## src/rtl/aes_round_sequencer.sv

```systemverilog
// Iterative AES round controller and state register: load pre-round block, run NR rounds, hold result.
// Latency NR edges from accept to out_valid; result held in DONE until out_ready, input stalled meanwhile.
module aes_round_sequencer #(
    parameter int NR = 10,
    parameter int W  = 128
) (
    input  logic         clk,
    input  logic         rst_n,
    input  logic         in_valid,
    output logic         in_ready,
    output logic         mux_sel,
    input  logic [W-1:0] mux_out,
    output logic [W-1:0] state_q,
    output logic [3:0]   round_num,
    output logic         last_round,
    output logic         out_valid,
    input  logic         out_ready,
    output logic [W-1:0] out_block
);

    typedef enum logic [1:0] {
        IDLE = 2'd0,
        RUN  = 2'd1,
        DONE = 2'd2
    } fsm_e;

    localparam logic [3:0] NR_C = 4'(NR);

    fsm_e       fsm_q;
    logic [3:0] round_cnt_q;
    logic [3:0] round_cnt_inc;

    assign round_cnt_inc = round_cnt_q + 4'd1;

    // round_cnt_q is zero outside RUN, so it doubles as the round index output.
    assign round_num = round_cnt_q;
    assign out_block = state_q;

    always_ff @(posedge clk) begin
        if (!rst_n) begin
            fsm_q       <= IDLE;
            round_cnt_q <= 4'd0;
            state_q     <= '0;
            out_valid   <= 1'b0;
            in_ready    <= 1'b1;
            mux_sel     <= 1'b0;
            last_round  <= 1'b0;
        end else begin
            case (fsm_q)
                IDLE: begin
                    if (in_valid) begin
                        state_q     <= mux_out;
                        round_cnt_q <= 4'd1;
                        fsm_q       <= RUN;
                        in_ready    <= 1'b0;
                        mux_sel     <= 1'b1;
                        last_round  <= (NR_C == 4'd1);
                    end
                end
                RUN: begin
                    state_q <= mux_out;
                    if (round_cnt_q == NR_C) begin
                        round_cnt_q <= 4'd0;
                        out_valid   <= 1'b1;
                        fsm_q       <= DONE;
                        mux_sel     <= 1'b0;
                        last_round  <= 1'b0;
                    end else begin
                        round_cnt_q <= round_cnt_inc;
                        last_round  <= (round_cnt_inc == NR_C);
                    end
                end
                DONE: begin
                    // in_ready rises only after the output handshake, so no overlap with a new accept.
                    if (out_ready) begin
                        out_valid <= 1'b0;
                        fsm_q     <= IDLE;
                        in_ready  <= 1'b1;
                    end
                end
                default: begin
                    fsm_q       <= IDLE;
                    round_cnt_q <= 4'd0;
                    out_valid   <= 1'b0;
                    in_ready    <= 1'b1;
                    mux_sel     <= 1'b0;
                    last_round  <= 1'b0;
                end
            endcase
        end
    end

endmodule
```

## config.mk

```make
export PLATFORM = sky130hd
export DESIGN_NAME = aes_round_sequencer
export DESIGN_NICKNAME = d
export VERILOG_FILES = /design/src/rtl/aes_round_sequencer.sv
export SDC_FILE = /design/constraint.sdc
export NUM_CORES = 1
export LEC_CHECK = 0
export BUFFER_PORTS_ARGS = -buffer_cell sky130_fd_sc_hd__clkbuf_2
export CAP_MARGIN = 10
export CORE_AREA = 2 2 155 157
export CTS_CLUSTER_SIZE = 14
export DETAILED_ROUTE_END_ITERATION = 10
export DIE_AREA = 0 0 157 159
export SYNTH_ARGS = -nofsm -noshare
export SYNTH_HDL_FRONTEND = slang
export SYNTH_SLANG_ARGS = --single-unit
```

## constraint.sdc

```tcl
create_clock -name clk -period 1.65 [get_ports clk]
set_input_delay 0.33 -clock clk [delete_from_list [all_inputs] [get_ports clk]]
set_output_delay 0.33 -clock clk [all_outputs]
set_load 0.02 [all_outputs]
```

==> load_flow_metrics.sql <==
INSERT INTO impl_metrics (metric_group, metric, value, unit) VALUES
('outcome', 'status', 'finished clean', ''),
('place', 'port-buffer-count', '395', ''),
('cts', 'postCtsSetupRepairBufs', '0', ''),
('routing', 'route.vias.total', '5379', ''),
('yosys', 'synth_cell_types', '30', ''),
('pwr', 'clock_power_share', '42.7', '%'),
('routing', 'detail_route.wl_per_cell', '12.6', 'um'),
('timing', 'drv_slew', '0', ''),
('place', 'placedCellCount', '1295', ''),
('yosys', 'ys_seq_elements', '138', ''),
('yosys', 'seq_area_frac_synth', '46.0', '%'),
('critical_path', 'critical_path.startpoint_type', 'register', ''),
('timing', 'timing.slew.headroom', '74.1', '%'),
('cts', 'worst_skew_pair.late_latency', '400', 'ps'),
('cts', 'cts.reportedPaths.clkPinSlew', '70', 'ps'),
('yosys', 'post_synth.cell_area_avg', '8.10', 'sq um'),
('timing', 'post-route-min-period', '1460', 'ps'),
('pwr', 'swShare', '29.3', '%'),
('global_routing', 'track_usage', '12.7', '%'),
('cts', 'ctsHtreeMaxLevel', '4', ''),
('min_path', 'timing.hold.worst.class', 'input pin to register', ''),
('global_routing', 'grt_pass1_vias', '4715', ''),
('routing', 'final_antenna_net_count', '0', ''),
('layout', 'layout.nets', '1127', ''),
('timing', 'rsz_0062_raised_after_global_routing', 'no', ''),
('layout', 'layout-area-overhead-vs-synth', '30.8', '%'),
('die', 'coreArea', '23200', 'sq um'),
('cts', 'ctsRootBufferMaster', 'clkbuf_16', ''),
('die', 'count_of_standard_cell_rows', '56', ''),
('global_routing', 'initial_antenna_violation_count', '0', ''),
('die', 'die_h', '159', 'um'),
('die', 'die-width', '157', 'um'),
('yosys', 'ys.warnings.count', '0', ''),
('cts', 'cts_made_buffers', '17', ''),
('place', 'gp_congestion', '0.716', ''),
('cts', 'post_cts_resized', '0', ''),
('critical_path', 'critical-path-max-stage-delay', '530', 'ps'),
('die', 'initial_utilization', '25.9', '%'),
('layout', 'final_cells', '1327', ''),
('timing', 'max_slew.worst_pin.slew', '389', 'ps'),
('cts', 'holdBufCountCts', '0', ''),
('yosys', 'synth_cells', '741', ''),
('routing', 'post-route-drc-count', '0', ''),
('cts', 'cts_tree', 'done', ''),
('pwr', 'p_int', '6590', 'uW'),
('yosys', 'synth.top_cells.by_area', 'dfxtp_1, buf_4, nand2_1', ''),
('routing', 'post_drt_via_cell_ratio', '4.05', ''),
('critical_path', 'timing.critical_path.to_type', 'register', ''),
('global_routing', 'first_pass_grt_wire_length', '25200', 'um'),
('timing', 'finalSetupViolations', '0', ''),
('cts', 'cts-root-to-sink-buffers', '2', ''),
('pwr', 'seq_pwr_share', '40.0', '%'),
('critical_path', 'worstPathCellList', 'o21bai_4, buf_12, nand2_1, a21oi_1', ''),
('pwr', 'p_sw', '2740', 'uW'),
('routing', 'number_of_optimization_iterations_in_the_first_detailed_route_pass', '4', ''),
('timing', 'fmax', '684', 'MHz'),
('yosys', 'cell_area_synth', '6000', 'sq um'),
('pwr', 'p_per_area', '1190', 'nW/um^2'),
('min_path', 'whs_path_depth', '3', ''),
('pwr', 'power.static_leakage', '0.00400', 'uW'),
('cts', 'cts_num_sinks', '138', ''),
('die', 'boundaryPins', '396', ''),
('routing', 'drt_iter0_drc', '368', ''),
('yosys', 'synth_largest_area_cell', 'dfxtp_1', ''),
('critical_path', 'worst-r2r-setup-slack', '190', 'ps'),
('timing', 'final_hold_viol_count', '0', ''),
('pwr', 'peakVddDrop', '509', 'uV'),
('run', 'maxCapViolations', '0', ''),
('yosys', 'synthesis.nets', '873', ''),
('pwr', 'comb_power_share', '17.3', '%'),
('timing', 'min_period_over_period', '88.6', '%'),
('critical_path', 'arrival', '1800', 'ps'),
('die', 'fp.dieArea', '25000', 'sq um'),
('critical_path', 'required_time_of_the_critical_path', '1980', 'ps'),
('yosys', 'fraction_of_post_synthesis_cell_area_in_the_top_cell_type_by_area', '46.0', '%'),
('global_routing', 'maximum_number_of_pins_on_one_net_before_global_route_repair', '73', ''),
('global_routing', 'grt.overflow.total', '0', ''),
('timing', 'fin_skew', '6.35', 'ps'),
('timing', 'fin_setup_tns', '0', 'ps'),
('layout', 'antennaDiodeCount', '0', ''),
('place', 'place_hpwl', '12100', 'um'),
('critical_path', 'register_to_register_path_depth', '4', ''),
('routing', 'detail_route.wirelength', '16700', 'um'),
('critical_path', 'category_of_the_critical_setup_timing_path', 'register to register', ''),
('layout', 'drive_gt1_share', '44.1', '%'),
('critical_path', 'cp_slowest_cell', 'dfxtp_1', ''),
('critical_path', 'crit_path_max_fo', '57', '');
final timing paths:
path	start	endpoint
min reg2reg	out_block[11]	out_block[11]
min	mux_out[71]	out_block[71]
max	fsm_q[1]	out_block[39]
max reg2reg	fsm_q[1]	out_block[39]
kinds of logic (layout without fill, tap and decap cells):
group | count (synthesis) | in the layout | synth area share, %
flip-flops | 138 | 138 | 46.0
AND/OR/NAND/NOR | 281 | 281 | 18.6
XOR/XNOR | 1 | 1 | 0.146
AO/OA/AOI/OAI | 145 | 145 | 12.8
buffers and inverters | 176 | 443 | 22.5
layout by cell type (no fill, tap or decap):
| master | n |
|---|---|
| a211o_1 | 1 |
| a211oi_1 | 1 |
| a21oi_1 | 133 |
| a32oi_1 | 1 |
| and3b_1 | 2 |
| and4bb_2 | 2 |
| buf_12 | 7 |
| buf_4 | 6 |
| bufinv_16 | 3 |
| clkbuf_16 | 17 |
| clkbuf_2 | 395 |
| clkbuf_8 | 2 |
| clkinv_2 | 2 |
| clkinv_4 | 2 |
| clkinvlp_4 | 3 |
| dfxtp_1 | 138 |
| inv_1 | 2 |
| inv_4 | 1 |
| inv_6 | 3 |
| nand2_1 | 259 |
| nand2b_1 | 4 |
| nand3_1 | 2 |
| nand4_1 | 2 |
| nor2_1 | 3 |
| nor2b_1 | 3 |
| nor3_1 | 2 |
| nor3b_1 | 1 |
| o211ai_1 | 1 |
| o21ai_0 | 3 |
| o21ba_4 | 1 |
| o21bai_4 | 1 |
| o31a_1 | 2 |
| o31ai_1 | 1 |
| or3_1 | 1 |
| xor2_1 | 1 |
flip-flops by register name, summed over array words and instances, names as in the netlist:
name	flops
out_block	128
round_num	4
fsm_q	2
in_ready	1
last_round	1
mux_sel	1
out_valid	1
power groups by stage:
stage	clock [uW]	sequential, uW	combinational [uW]
after floorplan	0	4030	1020
after global placement	0	3800	1630
after detailed placement	0	3810	1630
after CTS	4160	3730	1640
after global routing	4300	3760	1760
final	3980	3730	1620
cell type report:
type | instances | area, sq um
fill | 2470 | 15300
tap | 319 | 399
multi-input combinational | 427 | 1900
clock buffer | 19 | 453
clock inverter | 13 | 166
timing repair buffer | 408 | 2160
sequential | 138 | 2760
inverter | 3 | 13.8
synth_stat cells:
cell type and n:
nor2b_1 3, a211o_1 1, o21ai_0 3, nor3b_1 1, a32oi_1 1, buf_6 25, dfxtp_1 138, nand2b_1 4
o31a_1 2, and4bb_2 2, inv_2 1, buf_2 4, xor2_1 1, nand3_1 2, o211ai_1 1, nand4_1 2
a21oi_1 133, inv_1 2, clkbuf_1 8, buf_4 132, or3_1 1, nor3_1 2, o21bai_4 1, buf_1 4
a211oi_1 1, nand2_1 259, and3b_1 2, o21ba_2 1, o31ai_1 1, nor2_1 3
routing by layer:
layer  vias to the layer above  GRT usage (%)  share of wire [%]
met5                         -              0                  0
met2                       217           21.1                 48
met1                      2393           15.9                 44
met4                         0           4.00                1.0
li1                       2761              -                  -
met3                         8           3.59                6.2
critical path, delay by kind of cell, from the launching register on:
family | cells | cell delay, ps
flops | 1 | 530
compound gates | 2 | 410
buf+inv | 1 | 280
simple gates | 1 | 100
stage by stage:
stage	utilization, %	total power [uW]	setup WS, ps	cell area, sq um	hold WS, ps
final	33.9	9330	188	7860	136
after global routing	33.9	9820	78.4	7860	107
after CTS	33.9	9540	188	7860	104
after detailed placement	31.2	5440	206	7240	463
after global placement	31.2	5430	261	7240	455
after floorplan	-	5050	410	6000	466
Power figures use the tool's default switching activity.
